File: config.mk
export PLATFORM = sky130hd
export DESIGN_NAME = delay_line_ctrl
export DESIGN_NICKNAME = d
export VERILOG_FILES = /design/src/rtl/delay_pkg.sv /design/src/rtl/echo_mix.sv /design/src/rtl/delay_line_ctrl.sv
export SDC_FILE = /design/constraint.sdc
export NUM_CORES = 1
export LEC_CHECK = 0
export BUFFER_PORTS_ARGS = -buffer_cell sky130_fd_sc_hd__buf_4
export CELL_PAD_IN_SITES_DETAIL_PLACEMENT = 0
export CELL_PAD_IN_SITES_GLOBAL_PLACEMENT = 2
export CORE_ASPECT_RATIO = 1.2
export CORE_MARGIN = 3
export CORE_UTILIZATION = 38
export CTS_CLUSTER_DIAMETER = 50
export DETAILED_ROUTE_END_ITERATION = 12
export PLACE_DENSITY_LB_ADDON = 0.12
export SLEW_MARGIN = 15
export SYNTH_ARGS = -nofsm -noshare
export SYNTH_HDL_FRONTEND = slang
export SYNTH_SLANG_ARGS = --single-unit
File: constraint.sdc
create_clock -name CLK -period 12.9 [get_ports CLK]
set_clock_uncertainty 0.15 [all_clocks]
set_input_delay 0.645 -clock CLK [delete_from_list [all_inputs] [get_ports CLK]]
set_output_delay 0.645 -clock CLK [all_outputs]
set_load 0.005 [all_outputs]
File: src/rtl/delay_pkg.sv
// Shared types, widths and the 42-bit to 32-bit saturation helper for the
// echo/delay-line sequencer.
package delay_pkg;

  localparam int SAMPLE_W = 32;
  localparam int GAIN_W   = 8;

  typedef enum logic [2:0] {
    IDLE = 3'd0,
    RD   = 3'd1,
    WAIT = 3'd2,
    MIX  = 3'd3,
    WR   = 3'd4
  } state_t;

  localparam logic signed [41:0] SAT_MAX = 42'sd2147483647;
  localparam logic signed [41:0] SAT_MIN = -42'sd2147483648;

  // Clip a 42-bit signed sum to the signed 32-bit sample range.
  function automatic logic signed [SAMPLE_W-1:0] sat32(input logic signed [41:0] s);
    logic signed [SAMPLE_W-1:0] r;
    if (s > SAT_MAX) begin
      r = 32'sh7FFF_FFFF;
    end else if (s < SAT_MIN) begin
      r = 32'sh8000_0000;
    end else begin
      r = s[SAMPLE_W-1:0];
    end
    return r;
  endfunction

endpackage

File: src/rtl/echo_mix.sv
// Echo mixer: y = sat(x + ((z * gain) >>> 8)), or y = x when bypassed.
// The result is registered on the cycle en is high.
module echo_mix
  import delay_pkg::*;
(
  input  logic                clk,
  input  logic                en,
  input  logic [SAMPLE_W-1:0] x,
  input  logic [SAMPLE_W-1:0] z,
  input  logic [GAIN_W-1:0]   gain,
  input  logic                bypass,
  output logic [SAMPLE_W-1:0] y
);

  logic signed [SAMPLE_W-1:0] x_p0;
  logic signed [SAMPLE_W-1:0] z_p0;
  logic signed [40:0]         z_ext_p0;
  logic signed [40:0]         g_ext_p0;
  logic signed [40:0]         prod_p0;
  logic signed [40:0]         echo_p0;
  logic signed [41:0]         sum_p0;
  logic signed [SAMPLE_W-1:0] y_p1;

  // Multiply, scale by 1/256 (floor) and add the dry sample.
  always_comb begin
    x_p0     = $signed(x);
    z_p0     = $signed(z);
    z_ext_p0 = 41'(z_p0);
    g_ext_p0 = $signed(41'({1'b0, gain}));
    prod_p0  = z_ext_p0 * g_ext_p0;
    echo_p0  = prod_p0 >>> 8;
    sum_p0   = 42'(x_p0) + 42'(echo_p0);
  end

  // ---- stage boundary p0 -> p1: saturated (or bypassed) result ----
  always_ff @(posedge clk) begin
    if (en) begin
      y_p1 <= bypass ? x_p0 : sat32(sum_p0);
    end
  end

  assign y = y_p1;

endmodule

File: src/rtl/delay_line_ctrl.sv
// Delay-line sequencer: accepts one sample per handshake, reads the delayed
// word from memory port 1, mixes it back through echo_mix, writes the line
// on port 2 and emits the wet sample.
module delay_line_ctrl
  import delay_pkg::*;
#(
  parameter int B      = 15,
  parameter int T      = 20000,
  parameter int RD_LAT = 2
) (
  input  logic                CLK,
  input  logic                RST,
  input  logic                IN_VALID,
  output logic                IN_READY,
  input  logic [SAMPLE_W-1:0] IN_SAMPLE,
  input  logic [B-1:0]        DELAY,
  input  logic [GAIN_W-1:0]   GAIN,
  input  logic                FB_EN,
  input  logic                BYPASS,
  output logic                OUT_VALID,
  output logic [SAMPLE_W-1:0] OUT_SAMPLE,
  output logic [B-1:0]        MEM_ADDR1,
  input  logic [SAMPLE_W-1:0] MEM_DO1,
  output logic [B-1:0]        MEM_ADDR2,
  output logic                MEM_WE,
  output logic [SAMPLE_W-1:0] MEM_DI
);

  localparam logic [B:0]   T_EXT   = (B+1)'(T);
  localparam logic [B:0]   TM1_EXT = (B+1)'(T-1);
  localparam logic [7:0]   WAIT_LAST = 8'(RD_LAT-2);

  state_t state;
  state_t state_nxt;

  logic [7:0]          wait_cnt;
  logic [B-1:0]        wp;
  logic [B:0]          fill;
  logic [SAMPLE_W-1:0] out_hold;

  logic [SAMPLE_W-1:0] x_p0;
  logic [B-1:0]        d_p0;
  logic [GAIN_W-1:0]   gain_p0;
  logic                fb_p0;
  logic                byp_p0;

  logic                accept;
  logic                wr_live;
  logic [B-1:0]        d_clamp;
  logic [B-1:0]        ra;
  logic [SAMPLE_W-1:0] z_sel;
  logic [SAMPLE_W-1:0] y;

  assign accept  = (state == IDLE) && IN_VALID && !RST;
  assign wr_live = (state == WR) && !RST;

  // Clamp the requested delay into [1, T-1].
  always_comb begin
    d_clamp = DELAY;
    if (DELAY == '0) begin
      d_clamp = B'(1);
    end else if ({1'b0, DELAY} > TM1_EXT) begin
      d_clamp = B'(T-1);
    end
  end

  // Read address behind the write pointer, wrapping modulo T.
  always_comb begin
    if (wp >= d_p0) begin
      ra = wp - d_p0;
    end else begin
      ra = B'({1'b0, wp} + T_EXT - {1'b0, d_p0});
    end
  end

  // Locations not yet written since reset read back as silence.
  always_comb begin
    z_sel = MEM_DO1;
    if (fill < {1'b0, d_p0}) begin
      z_sel = '0;
    end
  end

  // ---- stage boundary: request latched at accept ----
  always_ff @(posedge CLK) begin
    if (accept) begin
      x_p0    <= IN_SAMPLE;
      d_p0    <= d_clamp;
      gain_p0 <= GAIN;
      fb_p0   <= FB_EN;
      byp_p0  <= BYPASS;
    end
  end

  // FSM state register.
  always_ff @(posedge CLK) begin
    if (RST) begin
      state <= IDLE;
    end else begin
      state <= state_nxt;
    end
  end

  // Next-state logic for IDLE -> RD -> WAIT -> MIX -> WR -> IDLE.
  always_comb begin
    state_nxt = state;
    case (state)
      IDLE:    if (IN_VALID) state_nxt = RD;
      RD:      state_nxt = (RD_LAT > 1) ? WAIT : MIX;
      WAIT:    if (wait_cnt == WAIT_LAST) state_nxt = MIX;
      MIX:     state_nxt = WR;
      WR:      state_nxt = IDLE;
      default: state_nxt = IDLE;
    endcase
  end

  // Counts the extra read-latency cycles spent in WAIT.
  always_ff @(posedge CLK) begin
    if (RST || state == RD) begin
      wait_cnt <= '0;
    end else if (state == WAIT) begin
      wait_cnt <= wait_cnt + 8'd1;
    end
  end

  // Write pointer, fill level and held output advance on each committed write.
  always_ff @(posedge CLK) begin
    if (RST) begin
      wp       <= '0;
      fill     <= '0;
      out_hold <= '0;
    end else if (state == WR) begin
      wp       <= (wp == B'(T-1)) ? '0 : wp + 1'b1;
      fill     <= (fill == T_EXT) ? fill : fill + 1'b1;
      out_hold <= y;
    end
  end

  echo_mix u_mix (
    .clk    (CLK),
    .en     (state == MIX),
    .x      (x_p0),
    .z      (z_sel),
    .gain   (gain_p0),
    .bypass (byp_p0),
    .y      (y)
  );

  assign IN_READY   = (state == IDLE) && !RST;
  assign MEM_ADDR1  = ((state == RD || state == WAIT || state == MIX) && !RST) ? ra : '0;
  assign MEM_WE     = wr_live;
  assign MEM_ADDR2  = wr_live ? wp : '0;
  assign MEM_DI     = wr_live ? (fb_p0 ? y : x_p0) : '0;
  assign OUT_VALID  = wr_live;
  assign OUT_SAMPLE = wr_live ? y : out_hold;

endmodule

==> impl_metrics.toml, run 1 <==
[cells_and_area]
num-fill-cells = 5049
synthToLayoutAreaGrowth_pct = 13.4
drive_gt1_frac = 0.122
seq_area_um2 = 4150
fin_cells = 3040
final_core_util = 0.438
antennaDiodeCount = 0
design_area_um2 = 22200
multiInputGateArea_um2 = 13900
fin_nets = 2846

[grt]
antenna_found_initial = 0
grtUsageMet2 = 0.303
grt_pass1_wl_um = 86000
busiest_layer = "met1"
grt_use_met1 = 0.305
grt_usage = 0.201
overflow = 0
grt_start_max_net_pins = 79
met3_usage = 0.0310
first_global_vias = 15500

[timing]
worst_pin_slew_ps = 1090
setup_violations = 0
fmax_mhz = 92.8
finalHoldViolations = 0
fin_tns_setup_ps = 0
setup_ws_ps = 2130
slew_headroom = 0.273
holdWs_ps = 192
timing.final.crit_period_ps = 10770
finalCritPeriodShare = 0.835
grt_setup_unrepaired = "false"
drv_slew = 0

[setup_path]
slowest_delay_ps = 660
r2r_end = "u_mix.y[30]$_DFFE_PP_"
cpMaxStageDelayCell = "a21oi_1"
critical_path_peak_fanout = 32
worst-r2r-cell-count = 37
worstPathArrival_ps = 10800
cp.required_ps = 12930
end_kind = "flop"
cp-start-kind = "flop"
reg2reg_slack_ps = 2130
rr_startpoint = "d_p0[2]$_SDFFCE_PP0P_"
worstSetupPathType = "flop to flop"

[synthesis]
syn-instance-count = 2243
ys_warn_count = 0
synth_ff_type = "edfxtp_1"
synth_fp_nets = 2706
ys_seq_area_frac = 0.212
synth.distinct_cells = 77
synth_enable_flop_cells = 89
syn_avg_cell_area_um2 = 8.73
async_flop_share = 0
syn-cell-area_um2 = 19600
synth_seq_cells = 163

[power_and_ir_drop]
p_sw_frac = 0.309
internal_power_mw = 0.925
p_total_mw = 1.34
p_leak_nw = 10.7
power_density_nw_per_um2 = 60.3
p_clk_frac = 0.401
pwr-share-seq = 0.447
pwr-share-comb = 0.152
netSwitchingPower_mw = 0.413
vdd_drop_max_mv = 0.0748

[route]
routed_wl_um = 53200
drt-vias-per-instance = 5.01
drtIter0Drc = 777
ant_nets = 0
first_pass_iters = 7
remaining_drc_errors = 0
wl_per_cell_um = 17.5
vias = 15200

[clock_tree]
cts_setup_buffers = 0
root_buffer = "clkbuf_16"
cts_max_path_buffers = 2
numCtsBuffers = 17
cts_hold_buf = 0
clock_latency_ps = 480
clkTransAtPathRegs_ps = 80
cts.sinks = 163
cts_tree = "built"
post_cts_resized = 0
h-tree-depth = 4

[placement]
hpwlAfterDp_um = 43800
place_area_um2 = 21600
port_buffers = 188
post-place-cells = 3008
gp_congestion = 0.837
dp_slack_ps = 2190

[min_path]
hp-class = "input port to flop"
hold_end = "x_p0[0]$_DFFE_PP_"
holdPathStages = 1
hold_start = "IN_SAMPLE[0]"

[floorplanning]
rows = 90
die_y_um = 255
core_area_um2 = 50700
design.die.area_um2 = 54300
die_x_um = 213
ioPinCount = 189
start_util = 0.386

[flow_run]
drv_cap = 0

[run_status]
status = "finished, final reports clean"
==> power groups by stage <==
stage	sequential (mW)	clock, mW	combinational, mW
floorplan	0.595	0	0.129
CTS	0.598	0.561	0.206
global placement	0.610	0	0.205
detailed placement	0.610	0	0.206
global route	0.601	0.577	0.228
finish	0.598	0.537	0.204
==> per-layer routing <==
layer	routed length (um)	up-vias
li1	-	7582
met1	27300	7375
met2	23100	251
met3	2080	34
met4	647	0
met5	0	-
==> layout by cell type, fill, tap and decap left out, types with 5 or more instances in the layout <==
| cell | netlist | layout |
|---|---|---|
| edfxtp_1 | 89 | 89 |
| o221ai_2 | 30 | 30 |
| nand3b_1 | 5 | 5 |
| o21a_1 | 14 | 14 |
| nor2b_1 | 17 | 15 |
| or3_1 | 8 | 8 |
| nand2b_1 | 13 | 11 |
| a211oi_1 | 8 | 8 |
| o21bai_1 | 17 | 17 |
| fa_1 | 209 | 209 |
| and3_1 | 13 | 13 |
| a21o_1 | 35 | 35 |
| a31oi_1 | 11 | 11 |
| mux2i_1 | 32 | 32 |
| clkbuf_16 | 0 | 17 |
| nor4_1 | 15 | 15 |
| nand3_1 | 35 | 35 |
| o21ai_1 | 7 | 7 |
| o21ai_0 | 41 | 41 |
| nand2_1 | 344 | 344 |
| dfxtp_1 | 74 | 74 |
| nor3_1 | 21 | 21 |
| xor2_1 | 47 | 47 |
| clkinv_8 | 0 | 7 |
| buf_4 | 1 | 204 |
| ha_1 | 162 | 162 |
| a21oi_1 | 121 | 121 |
| o211ai_1 | 5 | 5 |
| nor2_1 | 143 | 142 |
| nand4_1 | 18 | 18 |
| and2_1 | 173 | 172 |
| xnor2_1 | 66 | 66 |
| inv_1 | 322 | 322 |
==> worst max-delay path by stage <==
stage | from | end | slack, ps | cells past startpoint
floorplan | d_p0[2]$_SDFFCE_PP0P_ | u_mix.y[18]$_DFFE_PP_ | 3970 | 38
global placement | d_p0[2]$_SDFFCE_PP0P_ | u_mix.y[30]$_DFFE_PP_ | 2430 | 37
detailed placement | d_p0[2]$_SDFFCE_PP0P_ | u_mix.y[30]$_DFFE_PP_ | 2190 | 37
CTS | d_p0[2]$_SDFFCE_PP0P_ | u_mix.y[30]$_DFFE_PP_ | 2160 | 37
global route | d_p0[2]$_SDFFCE_PP0P_ | u_mix.y[30]$_DFFE_PP_ | 1440 | 39
finish | d_p0[2]$_SDFFCE_PP0P_ | u_mix.y[30]$_DFFE_PP_ | 2130 | 37
==> synthesized netlist by cell type, types with 15 or more instances <==
cell      instances  area share
xnor2_1          66       0.030
and2_1          173       0.055
nor2b_1          17      0.0054
nand3_1          35      0.0089
nor4_1           15      0.0048
a21o_1           35       0.013
clkbuf_1         66       0.013
a21oi_1         121       0.031
nand2_1         344       0.066
o21ai_0          41       0.010
inv_1           322       0.062
dfxtp_1          74       0.076
ha_1            162        0.10
fa_1            209        0.21
o21bai_1         17      0.0065
xor2_1           47       0.021
edfxtp_1         89        0.14
nand4_1          18      0.0058
o221ai_2         30       0.023
nor2_1          143       0.027
mux2i_1          32       0.016
nor3_1           21      0.0054
==> cell families (layout without fill, tap and decap cells) <==
kind of cell | Yosys count | in the layout | synth area share
xor+xnor | 113 | 113 | 0.0505
buf+inv | 406 | 559 | 0.0812
mux | 32 | 32 | 0.0164
fa+ha+maj | 371 | 371 | 0.317
simple gates | 826 | 826 | 0.201
flops | 163 | 163 | 0.212
compound gates | 332 | 332 | 0.122
==> worst max-delay path, delay by kind of cell (launching register included) <==
| family | cells | cell delay (ps) |
|---|---|---|
| AO/OA/AOI/OAI | 14 | 3450 |
| adder cells (fa/ha/maj) | 7 | 3050 |
| AND/OR/NAND/NOR | 10 | 2320 |
| buffers and inverters | 5 | 930 |
| flip-flops | 1 | 420 |
| XOR/XNOR | 1 | 140 |
==> layout make-up <==
type                       count  area share
clock buffer                  17      0.0192
clock inverter                15     0.00907
inverter                     323      0.0546
multi-input combinational   1674       0.625
sequential                   163       0.187
tap                          644      0.0363
timing repair buffer         204      0.0690
==> state kept, by name (all words and copies together) (netlist names) <==
register  cells
fb_p0         1
wait_cnt      8
byp_p0        1
wp           15
fill         16
d_p0         15
x_p0         32
out_hold     32
gain_p0       8
state         3
u_mix.y      32
Note: power is estimated with default switching activity, not from simulation.
==> run 2: changes to the inputs <==
- CORE_UTILIZATION: 38 -> 34
- clock period: 12.9 -> 9.35 ns (I/O delays scaled with it)
==> impl_metrics.toml, run 2 (same netlist as run 1, synthesis figures left out) <==
[clock_tree]
root_buffer = "clkbuf_16"
numCtsBuffers = 17
cts_max_path_buffers = 2
clock_latency_ps = 490
cts_tree = "built"
clkTransAtPathRegs_ps = 80
h-tree-depth = 4
cts.sinks = 163

[route]
drtIter0Drc = 706
remaining_drc_errors = 0
vias = 15800
met1_length_um = 28300
wl_per_cell_um = 17.6
wl_met3_um = 1350
routed_wl_um = 57300
dr.max_layer_used = "met4"
first_pass_iters = 5
ant_nets = 0
met2WireLength_um = 26900
drt-vias-per-instance = 4.86

[cells_and_area]
final_cell_mix = "344 x nand2_1, 318 x inv_1, 281 x buf_4, 209 x fa_1, 172 x and2_1"
final_core_util = 0.418
synthToLayoutAreaGrowth_pct = 20.6
fin_nets = 2973
num-fill-cells = 5662
fin_cells = 3250
antennaDiodeCount = 0
drive_gt1_frac = 0.168
final_common_cell = "nand2_1"

[timing]
slew_headroom = 0.254
fmax_mhz = 112
finalCritPeriodShare = 0.957
holdWs_ps = 39.7
timing.final.crit_period_ps = 8950
fin_tns_setup_ps = 0
setup_violations = 0
finalHoldViolations = 0
drv_slew = 0
worst_pin_slew_ps = 1120

[setup_path]
cp-start-kind = "flop"
cpMaxStageDelayCell = "fa_1"
worstPathArrival_ps = 9010
crit_family = "adder cells"
critical_path_peak_fanout = 15
worst-r2r-cell-count = 40
rr_startpoint = "d_p0[2]$_SDFFCE_PP0P_"
slowest_delay_ps = 580
cp.required_ps = 9410
reg2reg_slack_ps = 400
path_buf_inv = 11
end_kind = "flop"
worstSetupPathType = "flop to flop"
r2r_end = "u_mix.y[29]$_DFFE_PP_"

[min_path]
holdPathStages = 1
hold_start = "IN_SAMPLE[4]"
hp-class = "input port to flop"
hold_end = "x_p0[4]$_DFFE_PP_"

[floorplanning]
ioPinCount = 189
die_y_um = 269
start_util = 0.347
core_area_um2 = 56500
rows = 95
die_x_um = 225
design.die.area_um2 = 60500

[placement]
post-place-cells = 3167
gp_congestion = 0.878
hpwlAfterDp_um = 46700
port_buffers = 188

[grt]
grt_pass1_wl_um = 90800
overflow = 0
antenna_found_initial = 0
grt_usage = 0.191
grt_start_max_net_pins = 78
first_global_vias = 16100

[power_and_ir_drop]
vdd_drop_max_mv = 0.117
power_density_nw_per_um2 = 79.5
p_leak_nw = 11.4

[flow_run]
drv_cap = 0

[run_status]
status = "finished, final reports clean"
==> run 2: worst max-delay path by stage <==
stage	start	endpoint	slack, ps	cells after the start
final	d_p0[2]$_SDFFCE_PP0P_	u_mix.y[29]$_DFFE_PP_	400	40
after global routing	d_p0[2]$_SDFFCE_PP0P_	u_mix.y[29]$_DFFE_PP_	-40	40
after CTS	d_p0[9]$_SDFFCE_PP0P_	u_mix.y[4]$_DFFE_PP_	4	41
after detailed placement	d_p0[2]$_SDFFCE_PP0P_	u_mix.y[3]$_DFFE_PP_	10	37
after global placement	d_p0[8]$_SDFFCE_PP0P_	u_mix.y[11]$_DFFE_PP_	50	41
after floorplan	d_p0[2]$_SDFFCE_PP0P_	u_mix.y[18]$_DFFE_PP_	420	38
==> run 2: cell type report <==
cell class	count	area (um2)	share of cell area
sequential	163	4150	0.176
multi-input combinational	1674	14100	0.596
clock inverter	13	145	0.00614
clock buffer	19	433	0.0183
tap	727	910	0.0385
inverter	323	1210	0.0513
timing repair buffer	331	2690	0.114
==> run 2: metrics by stage <==
step | setup slack [ps] | total power, mW | instance area (um2)
after global placement | 45.3 | 1.14 | 22300
after CTS | 4.45 | 1.90 | 23200
after global routing | -35.3 | 1.96 | 23600
after floorplan | 416 | 1.00 | 19600
after detailed placement | 11.8 | 1.14 | 22300
final | 401 | 1.88 | 23600
==> run 2: worst register-to-register path: cells and delay by family (launching register included) <==
kind | cells | cell delay [ps]
AOI/OAI and AO/OA | 13 | 2190
xor gates and xnor gates | 1 | 110
adders and majority gates | 7 | 2920
buffers and inverters | 11 | 1390
DFF | 1 | 400
and+or+nand+nor | 8 | 1520
==> run 2: layer usage <==
| layer | vias up | track usage |
|---|---|---|
| li1 | 7833 | - |
| met2 | 208 | 0.315 |
| met4 | 0 | 0.0392 |
| met1 | 7706 | 0.272 |
| met3 | 45 | 0.0205 |
| met5 | - | 0 |
==> run 2: where the power goes <==
group / internal [mW] / total, mW / switching [mW] / leakage [nW]
Clock: 0.377 / 0.733 / 0.356 / 0.276
Sequential: 0.793 / 0.828 / 0.0350 / 1.41
Combinational: 0.143 / 0.318 / 0.175 / 9.70
Total: 1.31 / 1.88 / 0.566 / 11.4
==> run 2: what timing repair did <==
action	CTS	global route
resized for setup	0	60
pin swaps	1	38
hold endpoints to repair	35	0
buffers inserted	1	12
cloned	0	3
endpoints found under the setup margin	25	32
hold buffers	35	0
